**src/rtl/pe_arr_pkg.sv**
```systemverilog
// Shared types and helpers for the PE array job sequencer.
package pe_arr_pkg;

  localparam int unsigned LANE_W = 8;

  typedef enum logic [1:0] {
    ST_IDLE  = 2'd0,
    ST_LOAD  = 2'd1,
    ST_FLUSH = 2'd2,
    ST_DONE  = 2'd3
  } seq_state_e;

  // Cycles for the last injected beat to reach and settle in the far corner PE.
  function automatic int unsigned drain_cycles(input int unsigned rows,
                                               input int unsigned cols,
                                               input int unsigned pe_lat);
    return (rows + cols - 1) * pe_lat + ((rows > cols) ? rows : cols);
  endfunction

endpackage

```
**src/rtl/pe_skew_line.sv**
```systemverilog
// Fixed-depth delay line with asynchronous clear; one per array lane to build the diagonal skew.
module pe_skew_line #(
  parameter int unsigned DEPTH = 1,
  parameter int unsigned W     = 8
) (
  input  logic         clk,
  input  logic         rst,
  input  logic [W-1:0] d_i,
  output logic [W-1:0] q_o
);

  logic [W-1:0] pipe_q [DEPTH];

  always_ff @(posedge clk or posedge rst) begin
    if (rst) begin
      for (int unsigned s = 0; s < DEPTH; s++) pipe_q[s] <= '0;
    end else begin
      pipe_q[0] <= d_i;
      for (int unsigned s = 1; s < DEPTH; s++) pipe_q[s] <= pipe_q[s-1];
    end
  end

  assign q_o = pipe_q[DEPTH-1];

endmodule

```
**src/rtl/pe_arr_seq.sv**
```systemverilog
// Job sequencer for a ROWS x COLS systolic PE array: streams K skewed beats, fires, flushes, hands off.
// Define PE_ARR_SEQ_PERF_EN to add the perf_busy_cyc / perf_stall_cyc counters.
module pe_arr_seq
  import pe_arr_pkg::*;
#(
  parameter int unsigned ROWS   = 16,
  parameter int unsigned COLS   = 16,
  parameter int unsigned KW     = 16,
  parameter int unsigned PE_LAT = 1
) (
  input  logic                     clk,
  input  logic                     rst,
  input  logic                     cmd_valid,
  output logic                     cmd_ready,
  input  logic [KW-1:0]            cmd_k,
  input  logic                     op_valid,
  output logic                     op_ready,
  input  logic [ROWS*LANE_W-1:0]   op_w,
  input  logic [COLS*LANE_W-1:0]   op_a,
  output logic                     arr_fire,
  output logic [ROWS*LANE_W-1:0]   arr_w,
  output logic [COLS*LANE_W-1:0]   arr_a,
  output logic                     res_valid,
  input  logic                     res_ready,
  output logic                     busy
`ifdef PE_ARR_SEQ_PERF_EN
  ,
  output logic [31:0]              perf_busy_cyc,
  output logic [31:0]              perf_stall_cyc
`endif
);

  localparam int unsigned DRAIN = drain_cycles(ROWS, COLS, PE_LAT);
  localparam int unsigned DW    = $clog2(DRAIN + 1);

  seq_state_e             state_q;
  logic [KW-1:0]          k_q;
  logic [DW-1:0]          drain_q;
  logic                   first_q;
  logic                   cmd_ready_q;
  logic                   op_ready_q;
  logic                   fire_q;
  logic                   res_valid_q;
  logic                   busy_q;
  logic                   op_acc;
  logic [ROWS*LANE_W-1:0] inj_w_d;
  logic [COLS*LANE_W-1:0] inj_a_d;

  // Cycles without an accepted beat inject zeros so weights and activations stay aligned.
  assign op_acc  = op_valid & op_ready_q;
  assign inj_w_d = op_acc ? op_w : '0;
  assign inj_a_d = op_acc ? op_a : '0;

  for (genvar i = 0; i < ROWS; i++) begin : g_w_lane
    pe_skew_line #(.DEPTH(1 + i), .W(LANE_W)) u_skew (
      .clk (clk),
      .rst (rst),
      .d_i (inj_w_d[i*LANE_W +: LANE_W]),
      .q_o (arr_w[i*LANE_W +: LANE_W])
    );
  end

  for (genvar j = 0; j < COLS; j++) begin : g_a_lane
    pe_skew_line #(.DEPTH(1 + j), .W(LANE_W)) u_skew (
      .clk (clk),
      .rst (rst),
      .d_i (inj_a_d[j*LANE_W +: LANE_W]),
      .q_o (arr_a[j*LANE_W +: LANE_W])
    );
  end

  // Job FSM; all handshake outputs are registered alongside the state.
  always_ff @(posedge clk or posedge rst) begin
    if (rst) begin
      state_q     <= ST_IDLE;
      k_q         <= '0;
      drain_q     <= '0;
      first_q     <= 1'b0;
      cmd_ready_q <= 1'b1;
      op_ready_q  <= 1'b0;
      fire_q      <= 1'b0;
      res_valid_q <= 1'b0;
      busy_q      <= 1'b0;
    end else begin
      fire_q <= 1'b0;
      unique case (state_q)
        ST_IDLE: begin
          if (cmd_valid) begin
            state_q     <= ST_LOAD;
            k_q         <= cmd_k;
            first_q     <= 1'b1;
            cmd_ready_q <= 1'b0;
            op_ready_q  <= (cmd_k != '0);
            busy_q      <= 1'b1;
          end
        end
        ST_LOAD: begin
          fire_q  <= first_q;
          first_q <= 1'b0;
          if (op_acc) k_q <= k_q - KW'(1);
          // Leave on the cycle the final beat is taken (or at once for an empty job).
          if ((k_q == '0) || (op_acc && (k_q == KW'(1)))) begin
            state_q    <= ST_FLUSH;
            op_ready_q <= 1'b0;
            drain_q    <= DW'(DRAIN);
          end
        end
        ST_FLUSH: begin
          if (drain_q == DW'(1)) begin
            state_q     <= ST_DONE;
            res_valid_q <= 1'b1;
          end else begin
            drain_q <= drain_q - DW'(1);
          end
        end
        ST_DONE: begin
          if (res_ready) begin
            state_q     <= ST_IDLE;
            res_valid_q <= 1'b0;
            cmd_ready_q <= 1'b1;
            busy_q      <= 1'b0;
          end
        end
      endcase
    end
  end

  assign cmd_ready = cmd_ready_q;
  assign op_ready  = op_ready_q;
  assign arr_fire  = fire_q;
  assign res_valid = res_valid_q;
  assign busy      = busy_q;

`ifdef PE_ARR_SEQ_PERF_EN
  logic [31:0] perf_busy_q;
  logic [31:0] perf_stall_q;

  // Busy time includes the command-accept cycle; both counters wrap freely.
  always_ff @(posedge clk or posedge rst) begin
    if (rst) begin
      perf_busy_q  <= '0;
      perf_stall_q <= '0;
    end else begin
      if (busy_q || (cmd_valid && cmd_ready_q)) perf_busy_q <= perf_busy_q + 32'd1;
      if (op_ready_q && !op_valid) perf_stall_q <= perf_stall_q + 32'd1;
    end
  end

  assign perf_busy_cyc  = perf_busy_q;
  assign perf_stall_cyc = perf_stall_q;
`endif

endmodule

```
**config.mk**
```make
export PLATFORM = sky130hd
export DESIGN_NAME = pe_arr_seq
export DESIGN_NICKNAME = d
export VERILOG_FILES = /design/src/rtl/pe_arr_pkg.sv /design/src/rtl/pe_skew_line.sv /design/src/rtl/pe_arr_seq.sv
export SDC_FILE = /design/constraint.sdc
export NUM_CORES = 2
export LEC_CHECK = 0
export ABC_AREA = 1
export CORE_UTILIZATION = 56
export DETAILED_ROUTE_END_ITERATION = 8
export PLACE_DENSITY = 0.83
export REMOVE_ABC_BUFFERS = 1
export SLEW_MARGIN = 20
export SYNTH_ARGS = -nofsm -noshare
export SYNTH_HDL_FRONTEND = slang
export SYNTH_HIERARCHICAL = 1
export SYNTH_SLANG_ARGS = --single-unit
```
**constraint.sdc**
```tcl
create_clock -name clk -period 4.6 [get_ports clk]
set_input_delay 0.46 -clock clk [delete_from_list [all_inputs] [get_ports clk]]
set_output_delay 0.46 -clock clk [all_outputs]
set_load 0.01 [all_outputs]
```
==> out/results.md <==
- status: finished clean
- via count of the first global-routing pass: 29,700
- number of instances in the synthesized netlist: 3,281
- measured slew at the worst slew-check pin: 0.968 ns
- kind of start point of the critical path: register
- remaining antenna violation count after routing: 0
- Max clock buf depth: 3
- Critical Path AT: 1.98 ns
- # rows: 120
- cell family with the largest share of critical-path delay: buffers and inverters
- highest ir drop seen on vdd: 0.391 mV
- Die Wd: 331 um
- wire length per cell: 22.9 um
- global-route usage over all layers: 23.4%
- sum of overflow across all layers after global routing: 0
- most used cells in the layout excluding fill and tap cells: 2,205 x sky130_fd_sc_hd__dfrtp_1, 536 x sky130_fd_sc_hd__clkdlybuf4s50_1, 296 x sky130_fd_sc_hd__inv_1, 294 x sky130_fd_sc_hd__nor2_1, 197 x sky130_fd_sc_hd__clkbuf_16
- initial drt markers: 1,559
- flip-flop and latch count after synthesis: 2,206
- data required time of the critical path: 4.14 ns
- number of vias in the routed layout: 25,200
- worst path cell trace: clkdlybuf4s50_1
- Async S/R FF share, synth: 100%
- overall power consumption: 43,400 uW
- syn avg cell area: 18.4 um^2
- final core utilization: 67.8%
- first-pass GRT wire length: 183,000 um
- overall routed net length: 122,000 um
- sequential-to-total area share from yosys stat: 91.3%
- main flop type after synthesis: sky130_fd_sc_hd__dfrtp_1
- worst hold slack after final layout: 0.167 ns
- Warnings, synthesis: 6
- first drt pass iteration count: 5
- highest fanout seen on the critical path: 1
- Final Cycle Share: 53.0%
- synthesis-to-finish area growth: 20.0%
- areal power density over the cells: 598 mW/mm^2
- pin count of the biggest net entering global routing: 123
- buffer type at the clock tree root: sky130_fd_sc_hd__clkbuf_16
- Initial Util: 56.5%
- Highest Clock Rate: 410 MHz
- post-synth design cell area: 0.0605 mm^2
- Post-Synth Simple-Gate Area: 2.84%
- placeable core region: 0.107 mm^2
- slowest stage cell, crit path: sky130_fd_sc_hd__clkdlybuf4s50_1
- DR DRC count: 0
- portion of netlist area occupied by mux cells: 0%
- setup repair after global routing missed its margin: false
- most common library cell in the layout ignoring fill and taps: sky130_fd_sc_hd__dfrtp_1
- highest cell delay on the worst timing path: 0.84 ns
- skew final: 0.0512 ns
- category of the critical setup timing path: register to output port
- number of CTS-inserted buffers: 194
- final instance count without filler cells: 5,341
- final hold vios: 0
- number of slew-limit violations in the final report: 0
- CTS HTree Levels: 4
- Final Setup Violations: 0
- number of filler cells placed in the layout: 6,119
- fraction of layout instances using a drive strength above 1: 9.92%
- arithmetic-cell share of the synthesized area counting full adders, half adders and majority gates: 0.186%
- clock transition at the registers of the reported paths: 0.06 ns
- Seq. cell area: 0.0552 mm^2
- mean number of vias per cell: 4.72
- count of placed standard cells including taps: 4,973
- setup slack of the critical path after layout: 2.16 ns
- class of the most critical hold timing path: input port to register
- area of the die: 0.109 mm^2
- number of placed I/O pins: 538
- RD Place Congestion: 0.816
- clock network latency to the later pin of the worst-skew pair: 0.80 ns
- number of sinks handled by clock tree synthesis: 2,206
- pre-CTS setup slack: 1.93 ns
- number of violations of the max-capacitance limit: 0
- Critical Path Sink Type: output port
- number of enable flip-flop cells after synthesis: 0
- max-slew headroom at the worst pin: 35.4%
- clock tree from TritonCTS: done
- clock period minus worst slack: 2.44 ns
- largest family of logic cells by synthesized area: buffers and inverters
- antenna violations before repair: 16
- complex-gate fraction of the synthesized area: 0.428%
- Die Span Y: 331 um
- reg-to-reg slack, setup: 2.29 ns
- number of distinct library cells after synthesis: 36
- final net count: 4,053
- detailed placement HPWL: 69,400 um
- leak pwr: 0.0378 uW
- Port Buffer Count: 537
- area of the multi-input gates: 0.00211 mm^2
- post-synthesis xor/xnor area fraction: 0.0145%
- crit path buf inv count: 1
layer usage:
| layer | track usage (%) | up-vias | part of all wire, % |
|---|---|---|---|
| met5 | 0 | - | 0.073 |
| met4 | 9.27 | 14 | 3.6 |
| met3 | 6.23 | 273 | 5.8 |
| met2 | 42.2 | 809 | 55 |
| met1 | 26.3 | 13500 | 35 |
| li1 | - | 10600 | - |
state kept, by name (all words and copies together) (netlist names):
signal                  cells
arr_fire                    1
cmd_ready                   1
first_q                     1
k_q                        16
drain_q                     6
g_w_lane.u_skew/q_o       128
op_ready                    1
res_valid                   1
busy                        1
state_q                     2
g_a_lane.u_skew/q_o       128
g_a_lane.u_skew/pipe_q    960
g_w_lane.u_skew/pipe_q    960
area by class of cell:
cell class | instances | share of cell area, %
sequential | 2206 | 76.0
clock buffer | 295 | 8.04
antenna | 8 | 0.0276
clock inverter | 64 | 1.14
multi-input combinational | 478 | 2.91
inverter | 324 | 1.74
tap | 1403 | 2.42
timing repair buffer | 563 | 7.69
final timing paths:
check                                                   start                              to  cells past startpoint
worst max-delay path                g_a_lane[2].u_skew/q_o[7]                       arr_a[23]                      1
worst min-delay path                                 op_w[46]   g_w_lane[5].u_skew/pipe_q[46]                      3
worst max register to register                     state_q[1]                          k_q[3]                      8
worst min register to register  g_a_lane[8].u_skew/pipe_q[60]   g_a_lane[8].u_skew/pipe_q[52]                      0
max in group asynchronous                                 rst  g_a_lane[14].u_skew/pipe_q[53]                      5
min in group asynchronous                                 rst       g_w_lane[0].u_skew/q_o[2]                      3
cells by family (layout without fill, tap and decap cells):
family	count (synthesis)	count (layout)
other	0	8
xor gates and xnor gates	1	1
DFF	2206	2206
and+or+nand+nor	424	424
buffers and inverters	597	1246
adders and majority gates	9	9
AOI/OAI and AO/OA	44	44
where the power goes:
part,total [uW],internal (uW),switching [uW]
Clock,16700,9540,7160
Sequential,23700,22400,1300
Combinational,3000,1190,1810
Total,43400,33100,10300
through the flow:
stage | setup TNS, ns | cell area (um^2)
4_1_cts | 0 | 72600
5_1_grt | 0 | 72600
2_1_floorplan | -61.37 | 58500
3_3_place_gp | 0 | 65900
3_5_place_dp | 0 | 65900
6_report | 0 | 72600
cell usage after synthesis, drive strengths merged, types with 3 or more instances:
library cell,n,area [um^2]
o21ai,24,124
nand3,25,130
a21oi,10,61.3
nor2,301,1150
nor4,4,25.0
nand4,8,50.1
or2,5,31.3
ha,9,113
inv,324,1220
dfrtp,2205,55200
clkbuf,4,15.0
o211ai,3,22.5
buf,269,1950
nand2,80,323
timing repair:
item	4_1_cts	5_1_grt
endpoints found under the hold margin	191	0
gates resized for setup	0	0
setup buffers	0	0
hold buffers	1	0
(Power assumes the default switching activity.)
